## config.mk

```make
export PLATFORM = sky130hd
export DESIGN_NAME = pamiec_arbiter
export DESIGN_NICKNAME = d
export VERILOG_FILES = /design/src/rtl/pamiec_pkg.sv /design/src/rtl/pamiec_arbiter.sv
export SDC_FILE = /design/constraint.sdc
export NUM_CORES = 1
export LEC_CHECK = 0
export CORE_ASPECT_RATIO = 0.75
export CORE_UTILIZATION = 34
export DETAILED_ROUTE_END_ITERATION = 8
export PLACE_DENSITY_LB_ADDON = 0.05
export SETUP_SLACK_MARGIN = 0.3
export SLEW_MARGIN = 20
export SYNTH_ARGS = -nofsm -noshare
export SYNTH_HDL_FRONTEND = slang
export SYNTH_SLANG_ARGS = --single-unit
```

## constraint.sdc

```tcl
create_clock -name clk -period 1.3 [get_ports clk]
set_input_delay 0.13 -clock clk [delete_from_list [all_inputs] [get_ports clk]]
set_output_delay 0.13 -clock clk [all_outputs]
set_load 0.03 [all_outputs]
```

## src/rtl/pamiec_pkg.sv

```systemverilog
// Shared widths, addresses and state type
// for the memory arbiter.
package pamiec_pkg;

  localparam int ADDR_WIDTH   = 8;
  localparam int DATA_WIDTH   = 8;
  localparam int STRONY_WIDTH = 4;

  localparam logic [7:0] PAGE_REG_ADDR = 8'hFF;

  typedef enum logic [2:0] {
    IDLE,
    SET_PAGE,
    ACCESS,
    RESTORE,
    ERROR
  } state_t;

endpackage

```

## src/rtl/pamiec_arbiter.sv

```systemverilog
// CPU/DMA arbiter in front of the paged
// data memory; DMA borrows the page register.
module pamiec_arbiter #(
  parameter int ADDR_WIDTH   = pamiec_pkg::ADDR_WIDTH,
  parameter int DATA_WIDTH   = pamiec_pkg::DATA_WIDTH,
  parameter int STRONY_WIDTH = pamiec_pkg::STRONY_WIDTH
) (
  input  logic                               clk,
  input  logic                               rst,
  input  logic                               cpu_wr,
  input  logic [ADDR_WIDTH-1:0]              cpu_adres,
  input  logic [DATA_WIDTH-1:0]              cpu_dane,
  output logic [DATA_WIDTH-1:0]              cpu_out,
  output logic                               cpu_stall,
  input  logic                               dma_req,
  input  logic                               dma_wr,
  input  logic [STRONY_WIDTH+ADDR_WIDTH-1:0] dma_adres,
  input  logic [DATA_WIDTH-1:0]              dma_dane,
  output logic                               dma_ack,
  output logic                               dma_err,
  output logic [DATA_WIDTH-1:0]              dma_out,
  output logic                               mem_wr,
  output logic [ADDR_WIDTH-1:0]              mem_adres,
  output logic [DATA_WIDTH-1:0]              mem_dane,
  input  logic [DATA_WIDTH-1:0]              mem_out
);

  import pamiec_pkg::*;

  localparam int AW = ADDR_WIDTH;
  localparam int SW = STRONY_WIDTH;
  localparam logic [AW-1:0] PG =
    AW'(PAGE_REG_ADDR);

  state_t        state, state_nx;
  logic [SW-1:0] shadow_strona, shadow_nx;
  logic          switched, switched_nx;
  logic          fair, fair_nx;

  logic [SW-1:0] dma_page;
  logic [AW-1:0] dma_off;
  logic          cpu_pg_wr;
  logic [SW-1:0] eff_page;

  assign dma_page  = dma_adres[SW+AW-1:AW];
  assign dma_off   = dma_adres[AW-1:0];
  assign cpu_pg_wr = cpu_wr && (cpu_adres == PG);
  assign eff_page  = cpu_pg_wr ? cpu_dane[SW-1:0]
                               : shadow_strona;

  // State, shadow page and flag registers
  always_ff @(posedge clk or negedge rst) begin
    if (!rst) begin
      state         <= IDLE;
      shadow_strona <= '0;
      switched      <= 1'b0;
      fair          <= 1'b0;
    end else begin
      state         <= state_nx;
      shadow_strona <= shadow_nx;
      switched      <= switched_nx;
      fair          <= fair_nx;
    end
  end

  // Next state and memory/CPU/DMA output mux
  always_comb begin
    state_nx    = state;
    shadow_nx   = shadow_strona;
    switched_nx = switched;
    fair_nx     = 1'b0;
    mem_wr      = cpu_wr;
    mem_adres   = cpu_adres;
    mem_dane    = cpu_dane;
    cpu_out     = mem_out;
    cpu_stall   = 1'b0;
    dma_ack     = 1'b0;
    dma_err     = 1'b0;
    dma_out     = '0;
    unique case (state)
      IDLE: begin
        if (cpu_pg_wr)
          shadow_nx = cpu_dane[SW-1:0];
        if (dma_req && !fair) begin
          if (dma_off == PG) begin
            state_nx = ERROR;
          end else if (dma_page != eff_page) begin
            state_nx    = SET_PAGE;
            switched_nx = 1'b1;
          end else begin
            state_nx    = ACCESS;
            switched_nx = 1'b0;
          end
        end
      end
      SET_PAGE: begin
        mem_wr    = 1'b1;
        mem_adres = PG;
        mem_dane  = DATA_WIDTH'(dma_page);
        cpu_stall = 1'b1;
        state_nx  = ACCESS;
      end
      ACCESS: begin
        mem_wr    = dma_wr;
        mem_adres = dma_off;
        mem_dane  = dma_dane;
        cpu_stall = 1'b1;
        dma_ack   = 1'b1;
        dma_out   = dma_wr ? dma_dane : mem_out;
        state_nx  = switched ? RESTORE : IDLE;
        fair_nx   = !switched;
      end
      RESTORE: begin
        mem_wr      = 1'b1;
        mem_adres   = PG;
        mem_dane    = DATA_WIDTH'(shadow_strona);
        cpu_stall   = 1'b1;
        state_nx    = IDLE;
        switched_nx = 1'b0;
        fair_nx     = 1'b1;
      end
      ERROR: begin
        if (cpu_pg_wr)
          shadow_nx = cpu_dane[SW-1:0];
        dma_ack  = 1'b1;
        dma_err  = 1'b1;
        state_nx = IDLE;
        fair_nx  = 1'b1;
      end
      default: state_nx = IDLE;
    endcase
  end

endmodule

```

## Word-level counts from Yosys, hierarchy flattened

Index checks and enable logic that the tools add are counted.

- Eq/ne operators: 9
- Muxes and demuxes: 19
- Reduce and logical (&&, ||, !) cells: 12

Operators with widths:

| operator | count |
|---|---|
| 8-bit one-hot mux with 3 select lines | 1 |
| 8-bit equality test (second input constant) | 2 |
| 8-bit two-way mux | 2 |
| 8-bit one-hot mux with 2 select lines | 1 |
| 3-bit one-hot mux with 3 select lines | 1 |
| 2-bit OR reduction | 4 |
| 3-bit by 2-bit equality test with 1-bit output (second input constant) | 2 |
| 1-bit two-way mux | 6 |
| 3-bit two-way mux | 2 |
| 1-bit one-hot mux with 2 select lines | 3 |
| 2-bit two-way mux | 2 |
| 4-bit two-way mux | 1 |
| 2-bit != test (second input constant) | 2 |
| 4-bit != test | 1 |
| 3-bit by 1-bit equality test with 1-bit output (second input constant) | 1 |
| 3-bit equality test (second input constant) | 1 |
| 3-bit logical NOT | 1 |
| 3-bit AND reduction | 1 |
| 3-bit OR reduction | 1 |
| 1-bit logical AND | 2 |
| 1-bit logical NOT | 2 |
| 2-bit nonzero test | 1 |

- Flip-flop bits (word level): 9
- Input port bits: 49
- Output and inout port bits: 36
- Word-level logic and storage cells: 44

## Depth between registers and ports, before layout

- Word-level depth: 8
- Depth in mapped cells: 6
- Gate-level depth less buffers: 4

## Worst setup path before layout

OpenSTA, ideal clock, no wires.

- Path type: register to output
- Start point: register state[1]
- End point: output mem_wr
- Data arrival time: 1413 ps
- Data required time: 1170 ps
- Path slack: -243 ps
- Stages on the path, launching flop included: 6
- Buffers on the path: 2
- Cell sequence: dfrtp_1 > buf_4 > nand2b_1 > buf_2 > o22ai_1 > a22oi_1

- Word-level cells in the longest chain between the ends: 3
- Elaborated cells between the ends (all ways): 5
- Classes of those cells: 3 x eq/ne; 1 x mux; 1 x reduce/logical

Ends and longest elaborated chain:

| what | line | RTL |
|---|---|---|
| start, declared | pamiec_arbiter.sv:35 | `state_t state, state_nx;` |
| start signal, assigned | pamiec_arbiter.sv:59 | `state <= state_nx;` |
| 3-bit by 1-bit equality test with 1-bit output or 3-bit by 2-bit equality test with 1-bit output (tied branches) | pamiec_arbiter.sv:80 | `unique case (state)` |
| 2-bit OR reduction (no line) | -- |  |
| 1-bit one-hot mux with 2 select lines (*) | pamiec_arbiter.sv:80 |  |
| end, declared | pamiec_arbiter.sv:22 | `output logic mem_wr,` |

Mark *: on every way between the ends. The rest lies on a longest branch, timed or not.

## Final worst setup path

- Start point: register state[0]
- End point: output mem_dane[5]

- Word-level cells in the longest chain between the ends: 2
- Elaborated cells between the ends (all ways): 4
- Classes of those cells: 3 x eq/ne; 1 x mux

Ends and longest elaborated chain:

| what | line | RTL |
|---|---|---|
| 3-bit by 2-bit equality test with 1-bit output or 3-bit by 1-bit equality test with 1-bit output (tied branches) | pamiec_arbiter.sv:80 |  |
| 8-bit one-hot mux with 3 select lines (*) | pamiec_arbiter.sv:80 |  |
| end, declared | pamiec_arbiter.sv:24 | `output logic [DATA_WIDTH-1:0] mem_dane,` |

Marked as above.

==> flow_metrics.tcl <==
set metrics [dict create \
    syn_nets 184 \
    crit_type "register to output pin" \
    hold_slack_ps 212.5 \
    seq_area_sq_um 225.2 \
    synth_flop_cell "dfrtp_1" \
    max_clock_freq_mhz 590.9 \
    yosys_warnings 0 \
    multi_input_area_sq_mm 0.001199 \
    maxSlewViolCount 0 \
    max_stage_delay_ps 430 \
    finalCritPeriodShare_pct 130.2 \
    antenna_cells 0 \
    synthTopCellsByArea "dfrtp_1 21%, mux2i_1 8.3%, buf_4 6.9%" \
    synth_area_per_cell_sq_um 8.082 \
    clk-insertion-delay-late_ps 260 \
    via_per_inst 6.083 \
    clk_pin_slew_ps 60 \
    port_buffers 84 \
    vias 1752 \
    first_iter_violations 86 \
    numClockSinks 9 \
    synth_edf_count 0 \
    ys_seq_area_share_pct 20.64 \
    fp-row-count 17 \
    hpwl_microns 3611 \
    violations "setup timing" \
    max_cap_violations 0 \
    cp.arrival_ps 1560 \
    start_kind "register" \
    max-vdd-ir-drop_mv 1.487 \
    power_mw 5.415 \
    syn2layout_area_growth_pct 157.2 \
    fin_setup_tns_ps -10620 \
    crit-reg2reg-capture "switched$_DFFE_PN0P_" \
    cp_max_fo 5 \
    clock_path_buffers 2 \
    status "finished, violations left" \
    setup_viol 36 \
    ios 85 \
    cts_tree "yes" \
    timing.rr.start "state[0]$_DFFE_PN0P_" \
    die_area_sq_mm 0.003442 \
    grt_max_degree 17 \
    drive_above_1_share_pct 62.80 \
    ys_ff_latch 9 \
    setup_slack_ps -392.5 \
    cts_buffers 3 \
    reg2reg_depth 7 \
    htree_levels 1 \
    grt_pass1_vias 1785 \
    tightest_slew_ps 507.2 \
    end_kind "output pin" \
    yosysTopAreaCell "dfrtp_1" \
    critPathTopFamily "flip-flops" \
    postCtsHoldBufs 0 \
    synth-async-reset-ratio_pct 100.0 \
    layout.cells.non_filler 288 \
    ant_nets 0 \
    p_leak_nw 1.207 \
    synthCells 135 \
    synthDominantCellAreaShare_pct 20.64 \
    critPathBufInv 2 \
    dpl_cell_area_sq_mm 0.002330 \
    drtPass1Iterations 4 \
    rsz0062_at_grt "true" \
    place_congestion 0.7897 \
    hold_class "input pin to async pin" \
    clockRootBuffer "clkbuf_8" \
    relSlewSlack_pct 66.08 \
    core_area_sq_mm 0.002999 \
    antenna_found_initial 0 \
    crit_chain "buf_4 > nor2_4 > or2_4 > a22o_4 > buf_6" \
    num-fill-cells 94 \
    gr-total-overflow 0 \
    mostFrequentLayoutCell "buf_4" \
    ff2ff_setup_slack_ps -250 \
    final_cell_area_sq_mm 0.002806 \
    numPlacedInstances 275 \
    finalCriticalPeriod_ps 1692 \
    grt_pass1_wl_microns 9570 \
    synth_area_sq_mm 0.001091 \
    power_density_mw_per_mm2 1930 \
    ys_types 36 \
    post-place-ws_ps -405.3 \
    utilization_pct 93.58 \
    worst_path_max_delay_cell "dfrtp_1" \
    initial_core_util_pct 36.38 \
    crit_required_ps 1170 \
    die_w_microns 67.41 \
    die_h_microns 51.06 \
    hold_viol 0 \
    remaining_drc_errors 0 \
    final_cell_mix "41 x buf_4, 39 x clkdlybuf4s50_1, 32 x buf_6, 12 x nor2_4" \
    wire_per_inst_microns 24.74 \
    finClkSkew_ps 11.61 \
    drt_wl_total_microns 7126 \
    track_usage_pct 39.46 \
    fin_nets 300 \
]
[report_power, final]
part / internal (mW) / switching [mW] / total (mW)
Combinational: 2.17 / 2.47 / 4.64
Clock: 0.217 / 0.152 / 0.368
Sequential: 0.344 / 0.0616 / 0.406
Total: 2.73 / 2.68 / 5.42
[worst reg2reg max path, delay by kind of cell (launching register included)]
kind	cells	cell delay, ps
buffers and inverters	3	410
DFF	1	430
and+or+nand+nor	3	480
AOI/OAI and AO/OA	1	150
[state kept, by name (all words and copies together) (netlist names)]
signal         count
shadow_strona      4
state              3
fair               1
switched           1
[synthesized netlist by cell type, types with 3 or more instances]
library cell  instances
mux2_4                4
a22o_1                4
nand2_1               6
mux2_2                3
inv_1                 3
mux2i_1               9
buf_2                 3
a22oi_1               6
nand4_1               4
a21oi_1               8
xnor2_1               8
nor2_1               14
dfrtp_1               9
nor2b_1               4
o21ai_1               5
o22ai_1               9
buf_4                10
clkbuf_1              4
[area by class of cell]
type,instances,share of cell area [%]
Clock buffer,4,1.605
Inverter,6,1.070
Multi-Input combinational cell,104,42.71
Sequential cell,9,8.025
Tap cell,38,1.694
Timing Repair Buffer,127,44.90
[repair_timing]
action / CTS / global route
buffers inserted: 6 / 1
pin swaps: 13 / 3
setup endpoints to repair: 37 / 37
resized for setup: 77 / 13
cloned: 2 / 0
[cell families after synthesis]
logic type,after synthesis,synth area share (%)
buf+inv,23,11.93
mux,17,17.89
compound gates,36,21.33
simple gates,42,21.79
xor+xnor,8,6.422
flops,9,20.64
[layer usage]
metal  global-route usage [%]  vias up  routed length (microns)
met3                    9.152       45                      691
met2                    63.17      141                     3436
li1                         -      721                        -
met4                    25.89        0                      422
met5                        0        -                        0
met1                    46.70      845                     2576
[how the worst max path moves through the flow]
stage,from,endpoint,slack [ps],depth (start not counted)
2_1_floorplan,state[1]$_DFFE_PN0P_,mem_dane[4],50,5
5_1_grt,state[0]$_DFFE_PN0P_,mem_dane[3],-430,5
3_5_place_dp,cpu_adres[7],shadow_strona[2]$_DFFE_PN0P_,-410,5
4_1_cts,state[0]$_DFFE_PN0P_,mem_dane[0],-360,5
6_report,state[0]$_DFFE_PN0P_,mem_dane[5],-390,5
3_3_place_gp,cpu_adres[7],shadow_strona[1]$_DFFE_PN0P_,-390,5
No activity file was read; power rests on OpenSTA's default activity.
